===== src/rtl/msdap_mc_conv_engine.sv =====
// msdap_mc_conv_engine: time-multiplexed sparse-coefficient convolution over CHANNELS channels,
// one ACC_W-bit result per channel per start, streamed with its channel tag.
module msdap_mc_conv_engine #(
    parameter int CHANNELS     = 2,
    parameter int DATA_W       = 16,
    parameter int ACC_W        = 40,
    parameter int FRAC_SHIFT   = 16,
    parameter int NUM_SEG      = 16,
    parameter int COEFF_ADDR_W = 9,
    parameter int DATA_ADDR_W  = 8,
    localparam int CH_W        = CHANNELS > 1 ? $clog2(CHANNELS) : 1,
    localparam int SEG_W       = NUM_SEG > 1 ? $clog2(NUM_SEG) : 1
) (
    input  logic                    clk,
    input  logic                    rst,
    input  logic                    start,
    input  logic [DATA_ADDR_W-1:0]  newest_addr,
    output logic [CH_W-1:0]         ch_sel,
    output logic [SEG_W-1:0]        rj_addr,
    input  logic [15:0]             rj_data,
    output logic [COEFF_ADDR_W-1:0] coeff_addr,
    input  logic [15:0]             coeff_data,
    output logic [DATA_ADDR_W-1:0]  data_addr,
    input  logic [DATA_W-1:0]       data_data,
    output logic                    busy,
    output logic                    result_valid,
    output logic [CH_W-1:0]         result_ch,
    output logic [ACC_W-1:0]        result,
    output logic                    overrun
);
    typedef enum logic [2:0] {IDLE, RJ_RD, RJ_LAT, CF_RD, CF_LAT, DT_LAT, SHIFT, OUT} state_t;
    state_t state, state_n;
    logic [SEG_W-1:0] seg;
    logic [COEFF_ADDR_W-1:0] cptr;
    logic [COEFF_ADDR_W:0] cnt;
    logic [DATA_ADDR_W-1:0] newest, dly;
    logic neg;
    logic signed [ACC_W-1:0] acc, term;
    logic last_seg, last_ch;
    logic unused_bits;
    assign unused_bits = ^{rj_data[15:COEFF_ADDR_W+1], coeff_data[15:9]};
    assign term = ACC_W'(signed'(data_data)) <<< FRAC_SHIFT;
    assign last_seg = seg == SEG_W'(NUM_SEG - 1);
    assign last_ch = ch_sel == CH_W'(CHANNELS - 1);
    assign busy = state != IDLE;
    assign result_valid = state == OUT;
    assign rj_addr = seg;
    assign coeff_addr = cptr;
    // delay is taken straight from the bus in CF_LAT so the data read overlaps DT_LAT
    assign data_addr = newest - (state == CF_LAT ? DATA_ADDR_W'(coeff_data[7:0]) : dly);
    always_comb begin
        state_n = state;
        case (state)
            IDLE:    state_n = start ? RJ_RD : IDLE;
            RJ_RD:   state_n = RJ_LAT;
            RJ_LAT:  state_n = rj_data[COEFF_ADDR_W:0] == '0 ? SHIFT : CF_RD;
            CF_RD:   state_n = CF_LAT;
            CF_LAT:  state_n = DT_LAT;
            DT_LAT:  state_n = cnt == (COEFF_ADDR_W+1)'(1) ? SHIFT : CF_RD;
            SHIFT:   state_n = last_seg ? OUT : RJ_RD;
            OUT:     state_n = last_ch ? IDLE : RJ_RD;
            default: state_n = IDLE;
        endcase
    end
    always_ff @(posedge clk) begin
        if (rst) begin
            state     <= IDLE;
            ch_sel    <= '0;
            seg       <= '0;
            cptr      <= '0;
            cnt       <= '0;
            acc       <= '0;
            newest    <= '0;
            dly       <= '0;
            neg       <= 1'b0;
            result    <= '0;
            result_ch <= '0;
            overrun   <= 1'b0;
        end else begin
            state   <= state_n;
            overrun <= start && state != IDLE;
            case (state)
                IDLE: if (start) begin
                    newest <= newest_addr;
                    ch_sel <= '0;
                    seg    <= '0;
                    cptr   <= '0;
                    acc    <= '0;
                end
                RJ_LAT: cnt <= rj_data[COEFF_ADDR_W:0];
                CF_RD:  cptr <= cptr + 1'b1;
                CF_LAT: begin
                    dly <= DATA_ADDR_W'(coeff_data[7:0]);
                    neg <= coeff_data[8];
                end
                DT_LAT: begin
                    acc <= neg ? acc - term : acc + term;
                    cnt <= cnt - 1'b1;
                end
                SHIFT: begin
                    acc <= acc >>> 1;
                    seg <= last_seg ? '0 : seg + 1'b1;
                    if (last_seg) begin
                        result    <= acc >>> 1;
                        result_ch <= ch_sel;
                    end
                end
                OUT: if (!last_ch) begin
                    ch_sel <= ch_sel + 1'b1;
                    seg    <= '0;
                    cptr   <= '0;
                    acc    <= '0;
                end
                default: ;
            endcase
        end
    end
endmodule


===== config.mk =====
export PLATFORM = sky130hd
export DESIGN_NAME = msdap_mc_conv_engine
export DESIGN_NICKNAME = d
export VERILOG_FILES = /design/src/rtl/msdap_mc_conv_engine.sv
export SDC_FILE = /design/constraint.sdc
export NUM_CORES = 1
export LEC_CHECK = 0
export BUFFER_PORTS_ARGS = -buffer_cell sky130_fd_sc_hd__buf_2
export CAP_MARGIN = 5
export CORE_UTILIZATION = 30
export DETAILED_ROUTE_END_ITERATION = 6
export PLACE_DENSITY = 0.47
export SLEW_MARGIN = 10
export SYNTH_ARGS = -nofsm -noshare
export SYNTH_HDL_FRONTEND = slang
export SYNTH_SLANG_ARGS = --single-unit

===== constraint.sdc =====
create_clock -name clk -period 6.7 [get_ports clk]
set_clock_uncertainty 0.15 [all_clocks]
set_input_delay 0 -clock clk [delete_from_list [all_inputs] [get_ports clk]]
set_output_delay 0 -clock clk [all_outputs]
set_load 0.03 [all_outputs]

==> run_results.csv <==
group,metric,value,unit
run_status,status,"finished, violations left",
run_status,violations,"design-rule violations",
detailed_routing,highest_layer,"met4",
placed_design,pre_cts_ws,3.18,ns
clock_tree,cts_sinks,124,
cells_and_area,stdcell_area,0.00869,sq mm
sta,setup_tns,0,ns
detailed_routing,wl_met1,9760,um
placed_design,hpwl,13700,um
synthesis,synth_cell_types,64,
synthesis,ys_seq_area_share,36.7,%
detailed_routing,wl,19600,um
sta,clock.fmax,0.265,GHz
cells_and_area,syn2layout_area_growth,28.4,%
setup_path,rrSetupSlack,3.49,ns
grt,antenna_found_initial,0,
placed_design,gp_congestion,0.832,
synthesis,synthesis.area,0.00677,sq mm
die,initial_core_util,30.8,%
clock_tree,cts_tree,"built",
die,rows,54,
power_and_ir_drop,p_leak,3.59,nW
setup_path,startpoint,"state[2]$_SDFF_PP0_",
setup_path,critical_path_class,"flop to primary output",
setup_path,worst_setup_path_end_kind,"primary output",
synthesis,ys.flop_type,"dfxtp_1",
grt,grt_max_degree,78,
detailed_routing,wl_met2,8650,um
synthesis,yosys.area.top_type,"dfxtp_1",
setup_path,start_kind,"flop",
cells_and_area,num_antenna_cells,0,
worst_hold_path,min_path_type,"input port to flop",
clock_tree,clk_latency,0.42,ns
clock_tree,clock_path_buffers,2,
die,die-width,152,um
grt,track_usage,17.2,%
synthesis,netlist_instances,850,
synthesis,synth-edff-count,0,
clock_tree,path_clk_slew,0.06,ns
power_and_ir_drop,power_density,243,mW/mm^2
synthesis,synthArstFlopShare,0,%
clock_tree,cts_root_buf,"clkbuf_16",
sta,rsz0062_at_grt,"no",
synthesis,yosys_warnings,0,
grt,grt_pass1_vias,6205,
cells_and_area,fillers,2257,
setup_path,path_max_fanout,13,
sta,fin_crit_sh,56.3,%
setup_path,crit_arrival,3.62,ns
grt,gr-total-overflow,0,
cells_and_area,drive_gt1_share,16.4,%
clock_tree,ctsHtreeMaxLevel,4,
synthesis,syn_nets,947,
run,cap_violations,0,
setup_path,r2r_end,"acc[29]$_SDFFE_PP0P_",
placed_design,dp.cells,1197,
detailed_routing,first_pass_iters,7,
sta,maxSlewHeadroom,40.0,%
setup_path,reg2reg_depth,11,
cells_and_area,nets,1083,
sta,finalWorstPathRequiredPeriod,3.77,ns
die,die_h,152,um
synthesis,yosysTopAreaCellShare,36.7,%
die,ios,125,
setup_path,cp.required,6.55,ns
detailed_routing,post_drt_via_cell_ratio,5.02,
sta,holdWs,0.0962,ns
grt,grt_first_pass_wirelength,32200,um
die,die_area,0.0232,sq mm
setup_path,crit_path_end,"data_addr[7]",
placed_design,placed_cell_area,0.00754,sq mm
detailed_routing,final_antenna_net_count,0,
placed_design,io_buffer_count,111,
setup_path,regToRegStartpoint,"neg$_SDFFE_PP0P_",
synthesis,ys_ff_latch,124,
clock_tree,post-cts-setup-buffers,0,
detailed_routing,drc,13,
synthesis,avgSynthCellArea,7.96,sq um
clock_tree,cts_buffers,17,
sta,tightestPinTransition,0.899,ns
cells_and_area,layout.cells.non_filler,1279,
sta,setup_violations,0,
sta,setup_slack,2.93,ns
detailed_routing,post_drt_wl_per_cell,15.3,um
detailed_routing,route.met3.wl,895,um
power_and_ir_drop,worst_ir_drop_vdd,180,uV
detailed_routing,drt_iter0_drc,426,
die,core_area,0.0220,sq mm
synthesis,synthTopCellsByArea,"dfxtp_1 37%, a21oi_1 7.6%, nand2_1 7.4%, ha_1 6.7%, nor2_1 5.3%",
sta,finalMaxSlewViolations,0,
detailed_routing,vias,6418,
sta,finalHoldViolCount,0,
-- per-stage QoR --
| stage | util (%) | total power, mW |
|---|---|---|
| after global placement | 34.3 | 1.08 |
| after floorplan | - | 0.995 |
| after detailed placement | 34.3 | 1.08 |
| after CTS | 39.6 | 2.13 |
| final | 39.6 | 2.11 |
| after global routing | 39.6 | 2.20 |
-- state kept, by name, summed over array words and instances (netlist names) --
register / count
acc: 39
result: 39
cnt: 10
coeff_addr: 9
dly: 8
newest: 8
rj_addr: 4
state: 3
ch_sel: 1
neg: 1
overrun: 1
result_ch: 1
-- worst min-delay path by stage --
stage,startpoint,endpoint,slack [ns],depth (start not counted)
after floorplan,newest_addr[0],newest[0]$_SDFFE_PP0P_,-0.01,2
after global placement,newest_addr[0],newest[0]$_SDFFE_PP0P_,0.10,3
after detailed placement,rj_data[6],cnt[6]$_SDFFE_PP0P_,0.11,3
after CTS,data_data[15],acc[39]$_SDFFE_PP0P_,0.07,4
after global routing,data_data[15],acc[39]$_SDFFE_PP0P_,0.11,4
final,data_data[15],acc[39]$_SDFFE_PP0P_,0.1,4
-- layout by cell type (no fill, tap or decap), drive strengths merged, types with 4 or more instances in the layout --
master	Yosys	layout
a221oi	5	5
bufinv	0	5
a311oi	4	4
clkbuf	43	19
clkinv	0	5
a21o	12	12
a21oi	105	105
a31oi	10	10
buf	9	119
dfxtp	124	124
xnor2	30	30
o2111ai	4	4
inv	19	21
a211oi	10	10
ha	36	36
dlygate4sd3	0	50
nor4	4	4
mux2i	14	14
o21bai	5	5
or4	4	4
nand3	10	10
nor2b	12	12
nor3	18	18
nand4	5	5
nand2b	13	13
o22ai	10	10
nor2	96	96
o21ai	22	22
a222oi	7	7
a22oi	28	28
xor2	11	11
nand2	134	134
and3	6	6
-- area by class of cell --
cell class | count | area (sq um) | share of cell area [%]
Multi-Input combinational cell | 655 | 4020 | 46.2
Sequential cell | 124 | 2480 | 28.6
Timing Repair Buffer | 169 | 1120 | 12.9
Inverter | 19 | 71.3 | 0.821
Clock inverter | 13 | 215 | 2.48
Clock buffer | 19 | 433 | 4.98
Tap cell | 280 | 350 | 4.03
-- report_power, final --
part | switching (mW) | internal, mW
Combinational | 0.195 | 0.125
Sequential | 0.0168 | 0.752
Clock | 0.355 | 0.664
-- layer usage --
metal  up-vias  global-route usage (%)
met5         -                       0
met4         0                    4.96
met3        19                    3.33
met2       161                    27.4
met1      2942                    23.5
li1       3296                       -
-- Yosys cell counts (3+ instances only) --
| cell | n |
|---|---|
| a211o_1 | 3 |
| a211oi_1 | 9 |
| a21o_1 | 12 |
| a21oi_1 | 103 |
| a221oi_1 | 5 |
| a222oi_1 | 7 |
| a22oi_1 | 28 |
| a311oi_1 | 3 |
| a31oi_1 | 10 |
| and3_1 | 6 |
| and4_1 | 3 |
| buf_2 | 6 |
| clkbuf_1 | 43 |
| dfxtp_1 | 124 |
| ha_1 | 36 |
| inv_1 | 19 |
| mux2i_1 | 13 |
| nand2_1 | 134 |
| nand2b_1 | 13 |
| nand3_1 | 10 |
| nand4_1 | 5 |
| nor2_1 | 96 |
| nor2b_1 | 12 |
| nor3_1 | 17 |
| nor4_1 | 3 |
| o2111ai_1 | 4 |
| o211ai_1 | 3 |
| o21ai_0 | 21 |
| o21bai_1 | 5 |
| o22ai_1 | 10 |
| o31ai_1 | 3 |
| or3_1 | 3 |
| or4_1 | 3 |
| xnor2_1 | 30 |
| xor2_1 | 11 |
-- cells by family (layout without fill, tap and decap cells) --
| group | count (synthesis) | count (layout) | synth area share [%] |
|---|---|---|---|
| XOR/XNOR | 41 | 41 | 5.31 |
| AO/OA/AOI/OAI | 242 | 242 | 22.9 |
| flip-flops | 124 | 124 | 36.7 |
| buffers and inverters | 71 | 220 | 4.11 |
| multiplexers | 16 | 16 | 2.59 |
| AND/OR/NAND/NOR | 318 | 318 | 21.2 |
| adder cells (fa/ha/maj) | 38 | 38 | 7.25 |
-- worst max-delay path, stage by stage (launching register included) --
cell and delay [ns]:
dfxtp_1 0.59, inv_1 0.29, nor3_2 0.16, buf_4 0.24
mux2i_1 0.32, ha_1 0.28, nor2b_1 0.12, o21ai_0 0.14
nand2b_1 0.11, a21o_1 0.19, a21oi_1 0.21, o21ai_0 0.15
xnor2_1 0.17, buf_2 0.22
-- timing repair --
item / 4_1_cts / 5_1_grt
gates resized for setup: 0 / 0
hold buffers: 50 / 0
hold endpoints to repair: 48 / 0
Power figures use the tool's default switching activity.
